**src/rtl/difftest_pkg.sv**
```systemverilog
// Shared definitions for the difftest performance-event loggers.
package difftest_pkg;

    // Default sampling window length in cycles.
    localparam int PERF_WINDOW_DEFAULT = 1024;

    // Snapshot of one logger's observable statistics.
    // Window fields are widened to 64 bits so any counter WIDTH fits.
    typedef struct packed {
        logic [63:0] total;
        logic [63:0] windowDelta;
        logic [63:0] windowMax;
    } perf_evt_t;

endpackage

```
**src/rtl/perf_delta_acc.sv**
```systemverilog
// Wrap-safe per-cycle increment of a free-running cumulative counter
// plus a 64-bit grand total of all increments since reset.
module perf_delta_acc #(
    parameter int WIDTH = 32
) (
    input  logic             clk,
    input  logic             rst,
    input  logic [WIDTH-1:0] value,
    output logic [WIDTH-1:0] delta,
    output logic [63:0]      total
);

    logic [WIDTH-1:0] prev;

    // Modular subtraction: a counter wrap between samples still yields
    // the true increment as long as it stays below 2^WIDTH.
    assign delta = value - prev;

    // Remember the last sample and fold its increment into the total.
    // prev starts at 0 so the very first sample counts from zero.
    always_ff @(posedge clk or negedge rst) begin
        if (!rst) begin
            prev  <= '0;
            total <= '0;
        end else begin
            prev  <= value;
            total <= total + 64'(delta);
        end
    end

endmodule

```
**src/rtl/difftest_log_event.sv**
```systemverilog
// Performance-event logger: per-cycle deltas, 64-bit total, per-window
// statistics and a tagged log line whenever a window closes.
// Pure observation logic; nothing here feeds back into the core.
module difftest_log_event
    import difftest_pkg::*;
#(
    parameter string NAME   = "event",
    parameter int    WIDTH  = 32,
    parameter int    WINDOW = PERF_WINDOW_DEFAULT
) (
    input  logic             clk,
    input  logic             rst,
    input  logic [7:0]       coreid,
    input  logic [WIDTH-1:0] value,
    input  logic             dump_req,
    output logic [63:0]      total,
    output logic [WIDTH-1:0] window_delta,
    output logic [WIDTH-1:0] window_max,
    output logic             window_valid,
    output logic [63:0]      cycle_cnt
);

    localparam int CNT_W = (WINDOW > 2) ? $clog2(WINDOW) : 1;
    localparam logic [CNT_W-1:0] WIN_LAST = CNT_W'(WINDOW - 1);

    logic [WIDTH-1:0] delta;
    logic [WIDTH-1:0] winAcc;
    logic [WIDTH-1:0] winSum;
    logic [CNT_W-1:0] winCnt;
    logic             closeNow;

    // coreid only appears in log output
    logic unusedCoreid;
    assign unusedCoreid = ^coreid;

    perf_delta_acc #(
        .WIDTH (WIDTH)
    ) u_acc (
        .clk   (clk),
        .rst   (rst),
        .value (value),
        .delta (delta),
        .total (total)
    );

    // Window sum including this cycle's increment; wraps at WIDTH bits.
    assign winSum = winAcc + delta;

    // Natural end and forced dump coincide into a single close.
    assign closeNow = (winCnt == WIN_LAST) || dump_req;

    // Window accumulator, position counter and close reporting.
    always_ff @(posedge clk or negedge rst) begin
        if (!rst) begin
            winAcc       <= '0;
            winCnt       <= '0;
            window_delta <= '0;
            window_max   <= '0;
            window_valid <= 1'b0;
        end else if (closeNow) begin
            winAcc       <= '0;
            winCnt       <= '0;
            window_delta <= winSum;
            window_valid <= 1'b1;
            if (winSum > window_max) window_max <= winSum;
        end else begin
            winAcc       <= winSum;
            winCnt       <= winCnt + 1'b1;
            window_valid <= 1'b0;
        end
    end

    // Free-running cycle counter out of reset.
    always_ff @(posedge clk or negedge rst) begin
        if (!rst) cycle_cnt <= '0;
        else      cycle_cnt <= cycle_cnt + 64'd1;
    end

`ifdef DIFFTEST
    // Tagged log line on every close, showing the values being committed.
    always_ff @(posedge clk) begin
        if (rst && closeNow && DLog::logValid) begin
            $display("[%16d] [%s] core%0d total=%0d window=%0d",
                     cycle_cnt, NAME, coreid, total + 64'(delta), winSum);
        end
    end

    // End-of-run summary.
    final begin
        perf_evt_t evt;
        evt = '{total: total, windowDelta: 64'(window_delta), windowMax: 64'(window_max)};
        $display("[%s] core%0d summary total=%0d window_max=%0d",
                 NAME, coreid, evt.total, evt.windowMax);
    end
`endif

endmodule

```
**config.mk**
```make
export PLATFORM = sky130hd
export DESIGN_NAME = difftest_log_event
export DESIGN_NICKNAME = d
export VERILOG_FILES = /design/src/rtl/difftest_pkg.sv /design/src/rtl/perf_delta_acc.sv /design/src/rtl/difftest_log_event.sv
export SDC_FILE = /design/constraint.sdc
export NUM_CORES = 1
export LEC_CHECK = 0
export BUFFER_PORTS_ARGS = -buffer_cell sky130_fd_sc_hd__buf_2
export CORE_ASPECT_RATIO = 0.9
export CORE_UTILIZATION = 60
export DETAILED_ROUTE_END_ITERATION = 6
export GPL_ROUTABILITY_DRIVEN = 0
export MAX_ROUTING_LAYER = met4
export PLACE_DENSITY = 0.95
export RECOVER_POWER = 25
export SLEW_MARGIN = 10
export SYNTH_ARGS = -nofsm -noshare
export SYNTH_HDL_FRONTEND = slang
export SYNTH_SLANG_ARGS = --single-unit
```
**constraint.sdc**
```tcl
create_clock -name clk -period 11 [get_ports clk]
set_clock_uncertainty 0.2 [all_clocks]
set_input_delay 1.65 -clock clk [delete_from_list [all_inputs] [get_ports clk]]
set_output_delay 1.65 -clock clk [all_outputs]
set_load 0.005 [all_outputs]
```
==> results.md <==
- The fraction of layout instances using a drive strength above 1 is between 10% and 20%.
- The highest routed metal layer is met4.
- After detailed routing, the average wire length per cell comes to between 15 and 20 um.
- Relative to the synthesized area, the layout overhead comes to 15.51%.
- The maximum buffer depth of the clock tree is 3.
- In this run, synthesis produced a sequential element count of roughly 270.
- Global routing used around 30% of the available tracks across all layers.
- The post-synthesis area per instance is 9.838 um2.
- The flow ran to the end, but the final reports show violations.
- By area, the combinational part of the netlist is dominated by simple AND/OR/NAND/NOR gates.
- The number of max-slew violations in the final report is 169.
- The routed length on met1 is 16.29 mm.
- The longest individual stage delay on the worst path is 0.81 ns.
- The number of failing setup endpoints in the final timing report is 0.
- The filler cell count in the final layout is approximately 1,800.
- The starting density of the core is 61.06%.
- The post-synthesis share of cell area spent on xor and xnor gates is roughly a tenth.
- After synthesis the cells add up to ~15,000 um2.
- Among all flip-flop cells after synthesis, the most frequent one is sky130_fd_sc_hd__dfrtp_1.
- The overall power of the completed layout is 4.727 mW.
- Setup repair after global routing left no endpoint under its margin.
- For the finished layout, the period the worst path requires is approximately 8.8 ns.
- The wire length of the first global-routing pass is 61.74 mm.
- The critical path in this run is classified as in2reg.
- The detailed-route wire length is 37.60 mm.
- The length of routed met3 wiring is ~2.3 mm.
- Leaving out fill and tap cells, the most frequent cells in the layout are sky130_fd_sc_hd__dfrtp_1 (267), sky130_fd_sc_hd__buf_2 (202), sky130_fd_sc_hd__ha_1 (130).
- The final routed DRC violation total is 0.
- The met2 layer wire length in the routed design is between 15 and 20 mm.
- Buffers placed on the I/O ports in this run total 227.
- After layout, the worst path uses around 80% of the clock period.
- After detailed routing, the number of vias per cell comes to slightly below 6.
- Multiplexer cells account for under 10% of the synthesized area.
- The clock reaches the later pin of the worst-skew pair after around 0.54 ns.
- After global routing the overflow that remains totals 0.
- The Yosys warning count is 0.
- After synthesis, the share of flip-flops with an asynchronous set or reset is 100.0%.
- The final hold violation count came to 0.
- The first detailed-routing pass took 7 iterations.
- In this run the clock root is driven by a sky130_fd_sc_hd__clkbuf_16.
- STA classifies the critical path endpoint as a flop.
- The checks that failed: capacitance limit, slew limit.
- For this design the static power due to leakage is between 9 and 10 nW.
- After floorplanning, the core was sized to cover ~25,000 um2.
- The final route contains between 10,000 and 15,000 vias.
- The number of buffers inserted during clock tree synthesis is 28.
- The most frequent standard cell in the layout excluding fill and tap cells is sky130_fd_sc_hd__dfrtp_1.
- The full die area is ~26,000 um2.
- Across the VDD grid, the largest voltage drop is 0.1552 mV.
- Yosys mapped a number of flops with a built-in enable equal to 0.
- The slowest stage of the critical path is the sky130_fd_sc_hd__o21a_2 cell.
- The final total negative setup slack is 0 ns.
- The worst setup path is launched from an input port.
- The number of nets in the synthesized netlist is 1,735.
- Data arrives at the worst endpoint at around 9 ns.
- Measured along the x axis, the die boundary spans roughly 170 um.
- Entering global routing, the biggest net connects 90 pins.
- The fraction of the mapped netlist area in simple logic gates is approximately 14%.
- The clock-pin transition on the worst setup and hold timing paths is around 0.060 ns.
- Measured along the y axis, the die boundary spans roughly 150 um.
- Row generation in the floorplan step produced 55 rows.
- The number of setup buffers added after CTS is 0.
- The TritonCTS clock tree is yes.
- The number of global-route vias before repair is between 10,000 and 15,000.
- Based on the critical path, the design can be clocked at up to about 110 MHz.
- The share of synthesized cell area in full adder, half adder and majority cells is 11.00%.
- After synthesis, flip-flops and latches occupy between 40 and 50% of the total area.
- The number of different library cells used by synthesis comes to between 70 and 80.
- Power spread over the standard cell area amounts to about 270 nW/um2.
- Max-cap violations in this run came to 3.
- In this run, post-CTS repair resized a total of 0 instances.
- The max-slew headroom at the worst pin is -212.8%.
- The measured slew at the worst slew-check pin is between 4 and 5 ns.
- For the worst setup path, the data required time is about 11 ns.
- Detailed placement ended at an HPWL of between 20 and 30 mm.
- The number of antenna violations at the first check in global routing was 0.
- The classification of the worst-slack hold path is reg2reg.
- The sequential cell area is about 6700 um2.
- The net count of the finished layout is slightly below 2,000.
- The antenna diode count is 0.
- The post-cts hold buffer count is 0.
- CTS built an H-tree with a depth of 1.
- The gate count of the mapped netlist is 1,559.
- The area of the multi-input gates is about 8000 um2.
- The count of antenna-violating nets left after detailed routing is 0.
- The share of the synthesized area in compound gates (AO/OA/AOI/OAI) is roughly 14%.
- The number of sinks handled by clock tree synthesis is between 200 and 300.
- The cell occurring most often along the worst timing path is sky130_fd_sc_hd__a21oi_1.
- Along the worst path, the maximum fanout reaches 32.
- Pin placement for this block handled ~240 I/O pins.
- The first-iteration detailed-routing DRC count is 813.
[synthesized netlist by cell type, drive strengths merged (2+ instances only)]
cell type / instances / area share, %
a21oi: 96 / 3.2
a41o: 2 / 0.13
o21a: 14 / 0.69
a41oi: 3 / 0.17
xnor2: 116 / 6.6
o211ai: 9 / 0.47
o31ai: 6 / 0.29
and4: 13 / 0.74
mux2i: 31 / 2.0
a221o: 2 / 0.13
nand3b: 2 / 0.098
ha: 130 / 11
inv: 126 / 3.1
clkbuf: 19 / 0.47
o22ai: 2 / 0.082
a311oi: 2 / 0.15
a21o: 62 / 3.0
nand2: 115 / 2.8
a31o: 4 / 0.23
a31oi: 12 / 0.49
o31a: 3 / 0.17
or2: 5 / 0.20
mux2: 3 / 0.22
nor3b: 7 / 0.38
nor2b: 12 / 0.49
nor2: 103 / 2.6
nand4: 31 / 1.3
buf: 14 / 0.59
a21boi: 2 / 0.098
or3: 6 / 0.24
o21bai: 13 / 0.64
dfrtp: 267 / 44
fa: 3 / 0.39
o21ai: 84 / 2.7
a221oi: 2 / 0.11
nand2b: 15 / 0.61
nand3: 54 / 1.8
xor2: 68 / 3.9
a211oi: 8 / 0.49
nor3: 26 / 0.99
and3: 35 / 1.4
o32ai: 2 / 0.11
and2: 15 / 0.63
a2111oi: 2 / 0.11
[layer usage]
layer	global-route usage [%]	up-vias
li1	-	5885
met1	39.62	6061
met2	47.41	478
met3	4.041	101
met4	10.55	0
met5	-	-
[worst max-delay path: cells and delay by family]
| kind | cells | cell delay (ns) |
|---|---|---|
| buffers and inverters | 3 | 0.23 |
| adders and majority gates | 4 | 1.32 |
| muxes | 1 | 0.39 |
| xor gates and xnor gates | 2 | 0.69 |
| and+or+nand+nor | 10 | 1.80 |
| AOI/OAI and AO/OA | 12 | 2.91 |
[path summary, 6_finish.rpt]
kind                                           start                   endpoint  slack, ns  cells past startpoint
min in group asynchronous                        rst  u_acc.total[62]$_DFF_PN0_       2.57                      1
setup / recovery                            value[0]  window_max[0]$_DFFE_PN0P_       2.23                     32
setup reg to reg             u_acc.prev[0]$_DFF_PN0_  window_max[0]$_DFFE_PN0P_       3.12                     30
hold / removal             u_acc.total[63]$_DFF_PN0_  u_acc.total[63]$_DFF_PN0_       0.27                      1
hold reg to reg            u_acc.total[63]$_DFF_PN0_  u_acc.total[63]$_DFF_PN0_       0.27                      1
max in group asynchronous                        rst       winAcc[29]$_DFF_PN0_       3.21                      3
[cell families (layout without fill, tap and decap cells)]
family / after synthesis / in the layout
AOI/OAI and AO/OA: 339 / 339
adders and majority gates: 133 / 133
DFF: 267 / 267
xor gates and xnor gates: 184 / 184
muxes: 34 / 34
and+or+nand+nor: 443 / 443
buffers and inverters: 159 / 407
[power breakdown]
part	leakage, nW	switching (mW)	internal, mW
logic	5.33	1.43	0.941
registers	3.31	0.141	1.22
clock network	0.482	0.391	0.607
[cell type report]
cell class              instances  share of cell area, %
clock buffers                  38                  4.562
clock inverters                12                 0.9958
inverters                     126                  2.670
multi-input cells            1133                  45.26
flip-flops and latches        267                  37.71
well taps                     342                  2.415
repair buffers                231                  6.385
[stage by stage]
step                instances  hold WS, ns  setup slack [ns]  instance area (um2)  util, %
floorplan                1559       0.2549             3.636                15340        -
global placement         2099       0.2544             2.026                16800    66.87
detailed placement       2099       0.2577             1.789                16800    66.87
CTS                      2149       0.2699             2.347                17780    70.79
global route             2149       0.2941             1.609                17720    70.53
finish                   2149       0.2651             2.229                17720    70.53
[sequential cells by signal (all words and copies together), names as in the netlist]
name / cells
cycle_cnt: 64
u_acc.prev: 32
u_acc.total: 64
winAcc: 32
winCnt: 10
window_delta: 32
window_max: 32
window_valid: 1
Note: power is estimated with default switching activity, not from simulation.
